## src/rtl/uart_pkg.sv

```systemverilog
// rtl/uart_pkg.sv - shared UART types and constants for the receiver and transmitter
package uart_pkg;

  typedef enum logic [2:0] {
    IDLE,
    START,
    DATA,
    STOP,
    BREAK
  } uart_state_t;

  localparam int OVERSAMPLE_DEFAULT = 16;
  localparam int MID_SAMPLE         = OVERSAMPLE_DEFAULT / 2 - 1;
  localparam int DATA_BITS_DEFAULT  = 8;

endpackage

```

## src/rtl/uart_sync2.sv

```systemverilog
// rtl/uart_sync2.sv - two-flop synchronizer for an asynchronous single-bit input
module uart_sync2 #(
  parameter logic RESET_VAL = 1'b1
) (
  input  logic Clk,
  input  logic Rst,
  input  logic D,
  output logic Q
);

  logic meta;

  // Two back-to-back flops; the first may go metastable, the second resolves it.
  always_ff @(posedge Clk) begin
    if (Rst) begin
      meta <= RESET_VAL;
      Q    <= RESET_VAL;
    end else begin
      meta <= D;
      Q    <= meta;
    end
  end

endmodule

```

## src/rtl/uart_rx.sv

```systemverilog
// rtl/uart_rx.sv - 8N1 UART receiver with oversampled bit recovery and a valid/ack holding register
module uart_rx
  import uart_pkg::*;
#(
  parameter int DATA_BITS  = DATA_BITS_DEFAULT,
  parameter int OVERSAMPLE = OVERSAMPLE_DEFAULT
) (
  input  logic                 Clk,
  input  logic                 Rst,
  input  logic                 Tick,
  input  logic                 RxD,
  input  logic                 RxAck,
  output logic [DATA_BITS-1:0] RxData,
  output logic                 RxValid,
  output logic                 RxFrameErr,
  output logic                 RxOverrun,
  output logic                 RxBusy
);

  localparam int TW = $clog2(OVERSAMPLE);
  localparam int BW = (DATA_BITS > 1) ? $clog2(DATA_BITS) : 1;

  localparam logic [TW-1:0] TICK_LAST = TW'(OVERSAMPLE - 1);
  localparam logic [TW-1:0] TICK_MID  =
    TW'((OVERSAMPLE == OVERSAMPLE_DEFAULT) ? MID_SAMPLE : OVERSAMPLE / 2 - 1);
  localparam logic [BW-1:0] BIT_LAST  = BW'(DATA_BITS - 1);

  logic                 rxd_s;
  uart_state_t          state;
  logic [TW-1:0]        tick_cnt;
  logic [BW-1:0]        bit_cnt;
  logic [DATA_BITS-1:0] shreg;
  logic                 sample_stop;
  logic                 deliver;
  logic                 stop_bad;

  uart_sync2 #(
    .RESET_VAL (1'b1)
  ) u_sync (
    .Clk (Clk),
    .Rst (Rst),
    .D   (RxD),
    .Q   (rxd_s)
  );

  // The stop-bit sample decides between handing a byte over and flagging a framing error.
  assign sample_stop = Tick && (state == STOP) && (tick_cnt == TICK_LAST);
  assign deliver     = sample_stop && rxd_s;
  assign stop_bad    = sample_stop && !rxd_s;

  // Frame FSM: advances only on Tick, counts oversample ticks and shifts data bits in LSB first.
  always_ff @(posedge Clk) begin
    if (Rst) begin
      state      <= IDLE;
      tick_cnt   <= '0;
      bit_cnt    <= '0;
      shreg      <= '0;
      RxBusy     <= 1'b0;
      RxFrameErr <= 1'b0;
    end else begin
      RxFrameErr <= stop_bad;
      if (Tick) begin
        case (state)
          IDLE: begin
            if (!rxd_s) begin
              state    <= START;
              tick_cnt <= '0;
              RxBusy   <= 1'b1;
            end
          end
          START: begin
            if (tick_cnt == TICK_MID) begin
              tick_cnt <= '0;
              bit_cnt  <= '0;
              if (rxd_s) begin
                state  <= IDLE;
                RxBusy <= 1'b0;
              end else begin
                state <= DATA;
              end
            end else begin
              tick_cnt <= tick_cnt + 1'b1;
            end
          end
          DATA: begin
            if (tick_cnt == TICK_LAST) begin
              tick_cnt <= '0;
              shreg    <= {rxd_s, shreg[DATA_BITS-1:1]};
              if (bit_cnt == BIT_LAST) begin
                state <= STOP;
              end else begin
                bit_cnt <= bit_cnt + 1'b1;
              end
            end else begin
              tick_cnt <= tick_cnt + 1'b1;
            end
          end
          STOP: begin
            if (tick_cnt == TICK_LAST) begin
              tick_cnt <= '0;
              if (rxd_s) begin
                state  <= IDLE;
                RxBusy <= 1'b0;
              end else begin
                // A low stop bit usually means a break; wait for the line to recover.
                state <= BREAK;
              end
            end else begin
              tick_cnt <= tick_cnt + 1'b1;
            end
          end
          BREAK: begin
            if (rxd_s) begin
              state  <= IDLE;
              RxBusy <= 1'b0;
            end
          end
          default: begin
            state    <= IDLE;
            tick_cnt <= '0;
            RxBusy   <= 1'b0;
          end
        endcase
      end
    end
  end

  // Holding register: a new byte replaces the old one only if it was consumed, else it is dropped.
  always_ff @(posedge Clk) begin
    if (Rst) begin
      RxData    <= '0;
      RxValid   <= 1'b0;
      RxOverrun <= 1'b0;
    end else begin
      RxOverrun <= 1'b0;
      if (deliver) begin
        if (!RxValid || RxAck) begin
          RxData  <= shreg;
          RxValid <= 1'b1;
        end else begin
          RxOverrun <= 1'b1;
        end
      end else if (RxAck) begin
        RxValid <= 1'b0;
      end
    end
  end

endmodule
```

## config.mk

```make
export PLATFORM = sky130hd
export DESIGN_NAME = uart_rx
export DESIGN_NICKNAME = d
export VERILOG_FILES = /design/src/rtl/uart_pkg.sv /design/src/rtl/uart_sync2.sv /design/src/rtl/uart_rx.sv
export SDC_FILE = /design/constraint.sdc
export NUM_CORES = 1
export LEC_CHECK = 0
export CORE_ASPECT_RATIO = 0.6
export CORE_UTILIZATION = 45
export CTS_BUF_LIST = sky130_fd_sc_hd__clkbuf_4 sky130_fd_sc_hd__clkbuf_8
export DETAILED_ROUTE_END_ITERATION = 6
export PLACE_DENSITY = 0.7
export SLEW_MARGIN = 40
export SYNTH_ARGS = -nofsm -noshare
export SYNTH_HDL_FRONTEND = slang
export SYNTH_SLANG_ARGS = --single-unit
```

## constraint.sdc

```tcl
create_clock -name Clk -period 2.4 [get_ports Clk]
set_input_delay 0.36 -clock Clk [delete_from_list [all_inputs] [get_ports Clk]]
set_output_delay 0.36 -clock Clk [all_outputs]
set_load 0.02 [all_outputs]
```

After elaboration in Yosys (flattened, before gate mapping)
Index checks and enable logic that the tools add are counted.
{"block": "word_totals", "wordCells": 76, "register_bits": 32, "input_bits": 5, "out_inout_bits": 12}
{"block": "classes", "eq_ne": 15, "muxes": 26, "reduce_logical": 19, "add_sub_neg": 2, "n_bitwise": 3}
{"op": "$mux 3", "n": 10}
{"op": "$pmux 4 s4", "n": 1}
{"op": "$pmux 3 s5", "n": 1}
{"op": "$mux 4", "n": 3}
{"op": "$ne 2x2->1 const B", "n": 5}
{"op": "$reduce_and 5->1", "n": 2}
{"op": "$mux 1", "n": 8}
{"op": "$reduce_and 7->1", "n": 1}
{"op": "$eq 3x2->1 const B", "n": 2}
{"op": "$eq 3x3->1 const B", "n": 2}
{"op": "$ne 2x1->1 const B", "n": 3}
{"op": "$pmux 3 s2", "n": 1}
{"op": "$reduce_and 3->1", "n": 2}
{"op": "$pmux 1 s5", "n": 1}
{"op": "$add 4x1->4 const B", "n": 1}
{"op": "$eq 4x3->1 const B", "n": 1}
{"op": "$eq 4x4->1 const B", "n": 1}
{"op": "$logic_and 1x1->1", "n": 4}
{"op": "$reduce_and 2->1", "n": 2}
{"op": "$reduce_bool 2->1", "n": 2}
{"op": "$reduce_or 2->1", "n": 2}
{"op": "$add 3x1->3 const B", "n": 1}
{"op": "$eq 3x1->1 const B", "n": 1}
{"op": "$logic_not 3->1", "n": 1}
{"op": "other kinds (4)", "n": 7}

Longest topological paths before layout
Gate-level depths: netlist (run 1).
{"block": "depth", "word_depth": 6, "depth_mapped": 6, "ltp_nobuf": 6}

Cells and area by module
From an unflattened synthesis (run 1), not the netlist that was laid out.
{"block": "hier_totals", "hier_cells": 166, "hier_area_um2": 1473.9}
{"mod": "uart_rx", "area_per_inst_um2": 1421.4, "cells_per_inst": 162, "instances": 1, "seq_area_each_um2": 600.6}
{"mod": "uart_sync2", "area_per_inst_um2": 52.6, "cells_per_inst": 4, "instances": 1, "seq_area_each_um2": 40.0}

Worst setup path after synthesis (run 1)
No wires, ideal clock.
{"block": "synth_timing", "path_kind": "reg-to-reg", "startpoint": "register bit_cnt[0]", "endpoint": "register bit_cnt[1]", "path_stages_with_launch": 7, "required_time_ps": 2334, "arrival_time_ps": 1664, "setup_ps": 66, "setup_slack_ps": 670, "path_buffers": 0, "path_cell_list": "dfxtp_1 -> ha_1 -> ha_1 -> nand4bb_1 -> a211o_1 -> or3_1 -> a21oi_2"}
{"block": "synth_via", "elab_chain_cells": 4, "elab_cells_between_ends": 7}
{"item": "start: declaration", "line_no": "uart_rx.sv:31", "text": "logic [BW-1:0] bit_cnt;"}
{"item": "start signal: assignment", "line_no": "uart_rx.sv:92", "text": "bit_cnt <= bit_cnt + 1'b1;"}
{"item": "$add 3x1->3", "line_no": "uart_rx.sv:92"}
{"item": "$mux 3", "line_no": "uart_rx.sv:89", "text": "if (bit_cnt == BIT_LAST) begin"}
{"item": "$mux 3", "line_no": "uart_rx.sv:86", "text": "if (tick_cnt == TICK_LAST) begin"}
{"item": "$pmux 3 s2", "line_no": "uart_rx.sv:63", "text": "case (state)"}
Several ways; a longest one is shown, not always the timed one. The select of a mux whose other input is x is not followed.
A chain may end at the register's enable or synchronous reset.

Worst setup path in the final report (run 1)
{"block": "layout_timing", "startpoint": "register state[0]", "endpoint": "register bit_cnt[1]"}
{"block": "layout_via", "elab_chain_cells": 3, "elab_cells_between_ends": 8}
{"item": "start: declaration", "line_no": "uart_rx.sv:29", "text": "uart_state_t state;"}
{"item": "start signal: assignment", "line_no": "uart_rx.sv:54", "text": "state <= IDLE;"}
{"item": "start signal: assignment", "line_no": "uart_rx.sv:66", "text": "state <= START;"}
{"item": "start signal: assignment", "line_no": "uart_rx.sv:76", "text": "state <= IDLE;"}
{"item": "$eq 3x2->1 / $eq 3x1->1 (equally long branches)", "line_no": "uart_rx.sv:63"}
{"item": "$ne 2x2->1 (no line) / $reduce_bool 2->1 (equally long branches)"}
{"item": "$reduce_and 5->1 (no line)"}
Several ways; a longest one is shown, not always the timed one.

==> results of run 1 <==
[worst max-delay path, delay by kind of cell, from the launching register on]
family | cells | cell delay [ns]
DFF | 1 | 0.55
and+or+nand+nor | 2 | 0.83
AOI/OAI and AO/OA | 2 | 0.47
[registers in the layout, indices dropped and copies added, names as in the netlist]
signal / cells
tick_cnt: 4
RxFrameErr: 1
RxBusy: 1
state: 3
RxOverrun: 1
shreg: 8
bit_cnt: 3
RxData: 8
u_sync.Q: 1
u_sync.meta: 1
RxValid: 1
[cell type report]
class                      instances  share of cell area
clock buffer                       6             0.04414
clock inverter                     2             0.02026
inverter                           3            0.006512
multi-input combinational        109              0.4226
sequential                        32              0.3705
tap                               42             0.03039
timing repair buffer              19              0.1056
[metrics by stage]
| step | worst slack [ns] | util | hold WS (ns) |
|---|---|---|---|
| 6_report | 0.4843 | 0.5831 | 0.4106 |
| 2_1_floorplan | 0.6700 | - | 0.3895 |
| 5_1_grt | 0.3991 | 0.5831 | 0.4261 |
| 4_1_cts | 0.4961 | 0.5831 | 0.4143 |
| 3_3_place_gp | 0.3350 | 0.5456 | 0.3932 |
| 3_5_place_dp | 0.2384 | 0.5456 | 0.3993 |
[worst paths after layout]
kind,startpoint,end,depth (start not counted)
setup / recovery,state[0]$_SDFFE_PP0P_,bit_cnt[1]$_SDFFE_PP0P_,4
hold / removal,u_sync.meta$_SDFF_PP1_,u_sync.Q$_SDFF_PP1_,1
setup reg to reg,state[0]$_SDFFE_PP0P_,bit_cnt[1]$_SDFFE_PP0P_,4
hold reg to reg,u_sync.meta$_SDFF_PP1_,u_sync.Q$_SDFF_PP1_,1
[cell usage in the layout (no fill, tap or decap), types with 2 or more instances in the layout]
cell             synthesis  routed
clkdlybuf4s50_1          0      16
nand2b_1                 3       3
mux2i_1                 18      18
o2111ai_1                2       2
or3_1                    4       4
a21oi_1                  8       8
dfxtp_1                 32      32
or2_2                    5       5
ha_1                     3       3
buf_4                    4       3
inv_1                    3       3
nand2_1                  8       8
nor2b_1                  3       3
o21ai_0                  3       3
nand3b_1                 2       2
nor2_1                  23      23
nor3_1                   4       4
clkbuf_8                 0       5
nand3_1                  2       2
[where the power goes]
| part | internal [mW] | leakage (nW) | switching (mW) |
|---|---|---|---|
| registers | 0.535 | 0.258 | 0.00491 |
| clock network | 0.319 | 0.0586 | 0.206 |
| logic | 0.0191 | 0.269 | 0.0217 |
[kinds of logic after synthesis]
| kind of cell | after synthesis | share of synthesized area |
|---|---|---|
| xor+xnor | 1 | 0.006077 |
| simple gates | 63 | 0.2352 |
| compound gates | 23 | 0.1068 |
| fa+ha+maj | 3 | 0.02604 |
| mux | 19 | 0.1328 |
| buf+inv | 12 | 0.04861 |
| flops | 32 | 0.4444 |
[metal layers]
layer	wire length [µm]	GRT usage
met1	1440	0.2510
met2	1265	0.2847
met3	244	0.07301
met4	34	0.1019
met5	0	0
==> impl_metrics.toml, run 1 <==
[finish]
fillers = 277
drive_above_1_share = 0.1345
fin_area_mm2 = 0.001729
seqCellArea_um2 = 640.6
area_growth_syn_to_layout_pct = 19.97
diodes = 0
layout.nets = 178
fin_cells = 213
multi_input_area_um2 = 730.7

[synthesis]
ys_warn_count = 0
async_flop_share = 0
synth_most_common_cell = "dfxtp_1"
ys_seq_area_frac = 0.4444
ys_ff_latch = 32
synth_top_flop_cell = "dfxtp_1"
syn_avg_cell_area_um2 = 9.421
synth_nets = 161
synth_cells = 153
ys_types = 41
synth_top_area_frac = 0.4444
synth_area_mm2 = 0.001441
synth_edf_count = 0
synth_common_cells = "dfxtp_1, nor2_1, mux2i_1"
synth_top_area_cell = "dfxtp_1"
ys_top_cells_by_area = "dfxtp_1, mux2i_1, nor2_1"

[run_status]
outcome = "completed"

[die]
core_mm2 = 0.002965
rows = 15
die_y_um = 45.84
die_area_mm2 = 0.003441
start_util = 0.4861
die_x_um = 75.07
ios = 17

[clocking]
clk_pin_slew_ns = 0.07
clock_sinks = 32
post_cts_buffers = 0
clock_path_buffers = 2
clock-root-buffer = "clkbuf_8"
ctsResizeCount = 0
cts_tree = "done"
cts_hold_buffers = 0
htreeDepth = 2
clk_latency_ns = 0.29
numCtsBuffers = 5

[grt]
grt_max_degree = 22
groute.usage.overall = 0.1948
grt_antenna_before_repair = 0
grt.overflow.total = 0
grt_pass1_vias = 1044
grt_pass1_wl_um = 4712

[timing]
skew_ns = 0.008766
grt_setup_unrepaired = "false"
fin_setup_tns_ns = 0
setup_viol = 0
finalHoldViolations = 0
fin_crit_ns = 1.916
timing.fmax_mhz = 522.0
period_share = 0.7982
slew_violations = 0
slew_headroom = 0.6415
worstMarginPinSlew_ns = 0.5322

[power_and_ir_drop]
power_density_mw_per_mm2 = 639.3
leakage_nw = 0.5861
p_total_mw = 1.105
ir_worst_vdd_mv = 0.2824

[job]
drv_cap = 0

[drt]
wl_per_cell_um = 14.01
vias = 1136
drt_iter0_drc = 108
antenna_left = 0
vias_per_cell = 5.333
drt_first_pass_iters = 4
route.detailed.drc = 0
drt_wl_total_um = 2985

[critical_path]
slowest_delay_ns = 0.55
endpoint_kind = "flip-flop"
critPathKind = "flip-flop to flip-flop"
cp_cell_sequence = "or3b_4 > a211o_1 > or3_1 > a21oi_2"
required_ns = 2.62
cp_max_fo = 12
slowest_stage = "dfxtp_1"
reg2reg_setup_slack_ns = 0.48
cp-start-kind = "flip-flop"
crit_arrival_ns = 2.14

[placed_design]
gp_congestion = 0.7982
post-place-cells = 205
port_buffers = 16
placed_area_mm2 = 0.001618
hpwl_um = 2058

[hold_path]
holdCritPathClass = "flip-flop to flip-flop"
Power figures use the tool's default switching activity.
==> run 2, diff against run 1 <==
==> constraint.sdc (replaced) <==
create_clock -name Clk -period 1.82 [get_ports Clk]
set_input_delay 0.273 -clock Clk [delete_from_list [all_inputs] [get_ports Clk]]
set_output_delay 0.273 -clock Clk [all_outputs]
set_load 0.02 [all_outputs]
==> run 2 against run 1 <==
The flow now finishes with violations (setup timing). Routed wire length down 2.9%. Critical path depth grew 2. Clock skew shrank 0.0032 ns. Sequential cell count unchanged. Non-clock buffer count grew 10. First-iteration DRC count decreased by 46%. Cell area up 6.9%. Via count decreased by 0.79%. Clock-buffer cell count is the same. Sequential share of layout area is 2.2 points lower. Critical endpoint is now bit_cnt[0]$_SDFFE_PP0P_. Largest power group unchanged.
==> impl_metrics.toml, run 2 (synthesis gave the netlist of run 1 again) <==
[drt]
route.detailed.drc = 0
drt_wl_total_um = 2897
vias = 1127
antenna_left = 0
vias_per_cell = 5.054
drt_first_pass_iters = 4
drt_iter0_drc = 58
wl_per_cell_um = 12.99

[power_and_ir_drop]
leakage_nw = 0.6336
p_sw_frac = 0.2016
internal-power_mw = 1.156
power_frac_comb = 0.042
ir_worst_vdd_mv = 0.4433
power_density_mw_per_mm2 = 783.7
clkPwrFrac = 0.468
seqPwrFrac = 0.490
p_switching_mw = 0.2920

[critical_path]
cpLargestDelayFamily = "simple AND/OR/NAND/NOR gates"
cpMostUsedCell = "ha_4"
crit_arrival_ns = 2.04
endpoint_kind = "flip-flop"
cp-start-kind = "flip-flop"
required_ns = 2.03
critPathKind = "flip-flop to flip-flop"
cp_cell_sequence = "ha_4 > ha_4 > nand4bb_1 > a211o_1 > or3_1 > a21oi_2"
cp_num_buf_inv = 0
slowest_delay_ns = 0.42
cp_max_fo = 6
slowest_stage = "or3_1"

[finish]
layout.nets = 188
drive_above_1_share = 0.2099
diodes = 0
fin_area_mm2 = 0.001848
area_growth_syn_to_layout_pct = 28.21
final_common_cell = "dfxtp_1"
final_cell_mix = "dfxtp_1, nor2_1, mux2i_1, clkdlybuf4s50_1, buf_4"
largestRegisters = "RxData (8), shreg (8), tick_cnt (4)"

[timing]
worstMarginPinSlew_ns = 0.4718
timing.fmax_mhz = 546.1
setup_viol = 1
fin_crit_ns = 1.831
period_share = 1.006
slew_violations = 0
finalHoldViolations = 0
setup_slack_ns = -0.01121
slew_headroom = 0.6845
grt_setup_unrepaired = "true"
skew_ns = 0.005581
hold_ws_ns = 0.4164

[clocking]
numCtsBuffers = 5
clk_latency_ns = 0.28
clock_path_buffers = 2
cts_tree = "done"
cts_hold_buffers = 0
clock_sinks = 32
clk_pin_slew_ns = 0.07
clock-root-buffer = "clkbuf_8"
htreeDepth = 2

[die]
die_x_um = 75.07
die_area_mm2 = 0.003441
core_mm2 = 0.002965
die_y_um = 45.84
rows = 15
ios = 17
start_util = 0.4861

[placed_design]
dpl_worst_slack_ns = -0.03735
port_buffers = 16
placed_area_mm2 = 0.001683
gp_congestion = 0.8298
hpwl_um = 1958

[grt]
grt_pass1_wl_um = 4360
grt_antenna_before_repair = 0
groute.usage.overall = 0.1779
grt_max_degree = 19
grt_pass1_vias = 1010
grt.overflow.total = 0

[run_status]
violations = "setup timing"
outcome = "complete, but fails checks"

[hold_path]
holdCritPathClass = "flip-flop to flip-flop"

[job]
drv_cap = 0
==> run 2: cell types whose count changed in the layout (fill, tap and decap cells not counted), moves of 2 or more <==
cell     before  now
dfxtp_1      32   30
ha_4          0    2
dfxtp_2       0    2
buf_4         3   12
ha_1          3    1
==> run 2: worst reg2reg max path, stage by stage, from the launching register on <==
cell and delay [ns]:
dfxtp_2 0.34, ha_4 0.16, ha_4 0.15, nand4bb_1 0.18, a211o_1 0.38, or3_1 0.42
a21oi_2 0.13
==> run 2: worst paths after layout <==
path,start,end,slack [ns],depth (start not counted)
max,bit_cnt[0]$_SDFFE_PP0P_,bit_cnt[0]$_SDFFE_PP0P_,-0.01,6
min,u_sync.meta$_SDFF_PP1_,u_sync.Q$_SDFF_PP1_,0.42,1
max reg2reg,bit_cnt[0]$_SDFFE_PP0P_,bit_cnt[0]$_SDFFE_PP0P_,-0.01,6
min reg2reg,u_sync.meta$_SDFF_PP1_,u_sync.Q$_SDFF_PP1_,0.42,1
==> run 2: what timing repair did <==
item	4_1_cts	5_1_grt
setup endpoints to repair	3	5
gates resized for setup	1	7
pin swaps	4	5
buffers inserted	3	0
cloned	0	0
==> run 2: per-stage QoR <==
| step | setup TNS (ns) | power [mW] | utilization | cells |
|---|---|---|---|---|
| 6_report | -0.01121 | 1.448 | 0.6232 | 223 |
| 3_5_place_dp | -0.1033 | 0.7857 | 0.5675 | 212 |
| 5_1_grt | -0.1006 | 1.497 | 0.6232 | 223 |
| 3_3_place_gp | 0 | 0.7845 | 0.5675 | 212 |
| 4_1_cts | 0 | 1.460 | 0.6131 | 223 |
| 2_1_floorplan | 0 | 0.7621 | - | 153 |
==> run 2: area by class of cell <==
class | instances | area [µm²]
Fill cell | 277 | 1117
Inverter | 3 | 11.26
Multi-Input combinational cell | 109 | 759.5
Timing Repair Buffer | 29 | 270.3
Sequential cell | 32 | 643.1
Clock buffer | 6 | 76.32
Tap cell | 42 | 52.55
Clock inverter | 2 | 35.03
==> run 2: metal layers <==
| layer | wire, µm | track usage |
|---|---|---|
| met1 | 1497 | 0.2349 |
| met4 | 25 | 0.07925 |
| met3 | 160 | 0.05973 |
| met5 | 0 | 0 |
| met2 | 1214 | 0.2649 |
==> run 2: power by group through the flow <==
stage,combinational (mW),sequential [mW],clock (mW)
floorplan,0.0367,0.725,0
CTS,0.0603,0.710,0.690
detailed placement,0.0599,0.726,0
finish,0.0608,0.710,0.677
global route,0.0663,0.710,0.721
global placement,0.0590,0.726,0
